[config.mk]
export PLATFORM = sky130hd
export DESIGN_NAME = and_demux_unit
export DESIGN_NICKNAME = d
export VERILOG_FILES = /design/src/rtl/and_demux_unit.sv
export SDC_FILE = /design/constraint.sdc
export NUM_CORES = 1
export LEC_CHECK = 0
export CAP_MARGIN = 10
export CELL_PAD_IN_SITES_DETAIL_PLACEMENT = 1
export CELL_PAD_IN_SITES_GLOBAL_PLACEMENT = 1
export CORE_MARGIN = 2
export CORE_UTILIZATION = 25
export CTS_CLUSTER_DIAMETER = 80
export DETAILED_ROUTE_END_ITERATION = 12
export PLACE_DENSITY_LB_ADDON = 0.1
export SYNTH_ARGS = -nofsm -noshare
export SYNTH_HDL_FRONTEND = slang
export SYNTH_SLANG_ARGS = --single-unit
[constraint.sdc]
create_clock -name clk -period 1.5 [get_ports clk]
set_input_delay 0.3 -clock clk [delete_from_list [all_inputs] [get_ports clk]]
set_output_delay 0.3 -clock clk [all_outputs]
set_load 0.005 [all_outputs]
[src/rtl/and_demux_unit.sv]
// Registered primitive-gate stage: WIDTH-bit vector AND, scalar AND and a 1-to-2 demux.
// Latency: exactly one clock from the sampling edge; no combinational input-to-output path.
// Backpressure: none; en gates capture, and valid pulses for one cycle per enabled capture.
//
// Ports:
//   clk            system clock, all state updates on the rising edge
//   rst            synchronous active-high reset, takes priority over en
//   en             capture enable, inputs are sampled only when high
//   a16, b16       vector AND operands (WIDTH bits)
//   a, b           scalar AND operands
//   in, sel        demux data and select (sel=0 routes to dmux_a, sel=1 to dmux_b)
//   out16          registered a16 & b16
//   out_and        registered a & b
//   dmux_a, dmux_b registered demux outputs, never both high
//   valid          one-cycle pulse after each enabled capture
module and_demux_unit #(
  parameter int WIDTH = 16
) (
  input  logic             clk,
  input  logic             rst,
  input  logic             en,
  input  logic [WIDTH-1:0] a16,
  input  logic [WIDTH-1:0] b16,
  input  logic             a,
  input  logic             b,
  input  logic             in,
  input  logic             sel,
  output logic [WIDTH-1:0] out16,
  output logic             out_and,
  output logic             dmux_a,
  output logic             dmux_b,
  output logic             valid
);

  logic [WIDTH-1:0] r_out16;
  logic             r_out_and;
  logic             r_dmux_a;
  logic             r_dmux_b;
  logic             r_valid;

  // Next-state values computed from the inputs present at the edge.
  logic [WIDTH-1:0] w_and16;
  logic             w_and1;
  logic             w_dmux_a;
  logic             w_dmux_b;

  assign w_and16  = a16 & b16;
  assign w_and1   = a & b;
  // Both demux legs are qualified by in, so they are both 0 when in=0
  // and mutually exclusive otherwise.
  assign w_dmux_a = in & ~sel;
  assign w_dmux_b = in &  sel;

  always_ff @(posedge clk) begin
    if (rst) begin
      r_out16   <= '0;
      r_out_and <= 1'b0;
      r_dmux_a  <= 1'b0;
      r_dmux_b  <= 1'b0;
      r_valid   <= 1'b0;
    end else if (en) begin
      r_out16   <= w_and16;
      r_out_and <= w_and1;
      r_dmux_a  <= w_dmux_a;
      r_dmux_b  <= w_dmux_b;
      r_valid   <= 1'b1;
    end else begin
      // Data holds its last captured value; only valid drops.
      r_valid   <= 1'b0;
    end
  end

  assign out16   = r_out16;
  assign out_and = r_out_and;
  assign dmux_a  = r_dmux_a;
  assign dmux_b  = r_dmux_b;
  assign valid   = r_valid;

endmodule

; Yosys cells after proc, flatten, opt, wreduce, memory -nomap -nowiden
; Cells that the tools add are included.
[classes]
mux = 1
n_bitwise = 5
[ops]
columns = cell, count
row1 = 16-bit bitwise AND, 1
row2 = 1-bit bitwise AND, 3
row3 = 1-bit two-way mux, 1
row4 = 1-bit inverter, 1
[word_totals]
reg_bits = 20
out_inout_bits = 20
elab_cells = 11

; Depth between registers and ports, before layout
[logic_depth]
ltp_word = 2
mapped_depth = 4
mapped_depth_nobuf = 2

; Worst setup path after synthesis
; No wires, ideal clock.
[synth_timing]
path_kind = in2reg
start = in en
end = reg r_valid (netlist: valid)
setup_time_ns = 0.128
arrival_time_ns = 0.688
t_required_ns = 1.372
path_slack_ns = 0.684
cell_stages = 3
cell_sequence = buf_4 -> buf_8 -> nor2b_1
[synth_between]
elab_chain_len = 1
[synth_lines]
columns = item, line_no
row1 = from (decl), 21  ; input logic en,
row2 = 1-bit two-way mux, 61  ; end else if (en) begin
row3 = to (signal assigned), 60  ; r_valid <= 1'b0;
row4 = to (signal assigned), 66  ; r_valid <= 1'b1;
row5 = to (signal assigned), 69  ; r_valid <= 1'b0;
row6 = to (decl), 39  ; logic r_valid;
; Every way passes these cells.
; A chain may end at the register's enable or synchronous reset.

; Final worst setup path
[layout_timing]
start = reg r_out16[10] (netlist: out16[10])
end = out out16[10]
[layout_rtl]
columns = item, line_no
row1 = from (decl), 35  ; logic [WIDTH-1:0] r_out16;
row2 = from (signal assigned), 62  ; r_out16 <= w_and16;
row3 = to (decl), 28  ; output logic [WIDTH-1:0] out16,
; No word-level cell between the ends.

==> results.yml <==
clock_network:
  htreeDepth: 1
  insertion_delay_ns: 0.30
  cts-resized-gates: 0
  clkSinkCount: 20
  clk_pin_slew_ns: 0.12
  numCtsBuffers: 3
  cts_tree: "yes"
  clockBufferDepth: 2
  cts_root_buf: "clkbuf_4"
  cts_setup_buffers: 0
  hold_buffers: 0
die:
  ioPinCount: 59
  die_area_mm2: 0.00383
  fp.dieW_um: 61.9
  die_y_um: 61.9
  core-area_mm2: 0.00328
  start_util_pct: 25.5
  rows: 21
worst_setup_path:
  cp_num_buf_inv: 1
  path_delay_family: "buffers and inverters"
  path_max_fanout: 2
  worstPathCellList: "clkdlybuf4s50_1"
  worstPathRequired_ns: 1.20
  slowest_delay_ns: 0.50
  reg2reg_slack_ns: 0.88
  slowest_stage: "clkdlybuf4s50_1"
  path_class: "register to output port"
  timing.rr.end: "out16[10]"
  rr_worst_depth: 2
  timing.rr.start: "out16[10]"
  cp-end-kind: "output port"
  critPathArrivalTime_ns: 1.15
  start_kind: "register"
global_route:
  grt_antenna_before_repair: 0
  grt_pass1_wl_um: 3320
  grt_use_total_pct: 11.8
  grt_pass1_vias: 801
  grt_max_degree: 40
  grt_overflow: 0
power_and_ir_drop:
  p_int_uw: 979
  power_frac_comb_pct: 18.5
  p_leak_uw: 0.000653
  power.total_uw: 1220
  seqPwrFrac_pct: 46.1
  ir_drop_v: 0.000608
  power_density_mw_per_mm2: 781
  p_clk_share_pct: 35.4
  power.switching_uw: 245
  p_sw_share_pct: 20.0
route:
  final_antenna_net_count: 0
  dr_total_vias: 801
  wire_per_inst_um: 12.2
  first_pass_iters: 4
  dr.first_iter.drc_count: 28
  wirelength_um: 2300
  drc: 0
  vias_per_cell: 4.26
placement:
  port_buffers: 58
  place_ws_ns: 0.145
  gp_congestion: 0.624
  placed_cells: 184
sta:
  finalSetupViolCount: 0
  timing.slew.headroom_pct: 89.0
  setup_ws_ns: 0.0498
  finalClockSkew_ns: 0
  fmax_ghz: 0.690
  slew_violations: 0
  hold_viol_final: 0
  tightest_slew_ns: 0.166
  final.min_clock_period_ns: 1.45
  finalCritPeriodShare_pct: 96.7
  whs_ns: 0.474
logic_synthesis:
  synthCells: 84
  yosys_register_bits: 20
  yosys_warnings: 0
  ys_seq_area_share_pct: 47.8
  syn_avg_cell_area_um2: 9.96
  synth_cell_type_count: 12
  netlist_area_um2: 837
  syn-num-nets: 123
min_path:
  hold_path_depth: 2
  min_to: "out16[11]"
  hold_start: "out16[11]"
  min_path_type: "register to register"
cells_and_area:
  diodes: 0
  fin_nets: 182
  syn2layout_area_growth_pct: 87.1
  fin_cells: 188
  layout-drive-gt1-share_pct: 27.5
  layout_commonest_cell: "clkdlybuf4s50_1"
  final_cell_mix: "clkdlybuf4s50_1 (50), nand2b_1 (19), dfxtp_2 (15)"
outcome:
  run_status: "completed"
run:
  maxCapViolCount: 0
[area by class of cell]
class,instances,area [µm²]
timing repair buffer,60,641
tap,46,57.6
fill,398,1720
clock buffer,3,22.5
clock inverter,1,30.0
sequential,20,419
multi-input combinational,58,397
[routing by layer]
| layer | GRT usage, % | vias up | wire length [µm] | share of wire, % |
|---|---|---|---|---|
| li1 | - | 402 | - | - |
| met1 | 12.8 | 371 | 906 | 39 |
| met2 | 21.8 | 28 | 1250 | 54 |
| met3 | 4.55 | 0 | 139 | 6.1 |
| met4 | 2.74 | 0 | 0 | 0 |
| met5 | 0 | - | 0 | 0 |
[flip-flops by register name, summed over array words and instances (netlist names)]
name     cells
dmux_a       1
valid        1
out_and      1
dmux_b       1
out16       16
[power by group through the flow]
stage | clock (µW) | sequential, µW | combinational (µW)
finish | 434 | 564 | 226
detailed placement | 0 | 574 | 231
global route | 475 | 567 | 245
CTS | 454 | 562 | 232
global placement | 0 | 573 | 227
floorplan | 0 | 575 | 66.3
[cell usage after synthesis (all sizes together)]
cell	count	area [µm²]
nor2b	1	6.26
dfxtp	20	400
a21oi	19	129
nand2b	19	119
clkbuf	2	7.51
buf	4	32.5
nand3	18	135
nand3b	1	7.51
[stage by stage]
stage | util (%) | area, µm² | setup TNS [ns]
2_1_floorplan | - | 837 | 0
3_3_place_gp | 44.9 | 1480 | 0
3_5_place_dp | 44.9 | 1480 | 0
4_1_cts | 46.5 | 1530 | 0
5_1_grt | 47.7 | 1570 | -0.00217
6_report | 47.7 | 1570 | 0
[how the worst max path moves through the flow]
stage,startpoint,to,cells after the start
2_1_floorplan,en,valid,3
3_3_place_gp,en,out16[11],4
3_5_place_dp,en,out16[14],4
4_1_cts,out16[7],out16[7],1
5_1_grt,out16[10],out16[10],1
6_report,out16[10],out16[10],1
[logic make-up after synthesis]
logic type / Yosys count / share of synthesized area, %
AOI/OAI and AO/OA: 19 / 15.4
buffers and inverters: 6 / 4.78
DFF: 20 / 47.8
and+or+nand+nor: 39 / 32.0
No activity file was read; power rests on OpenSTA's default activity.
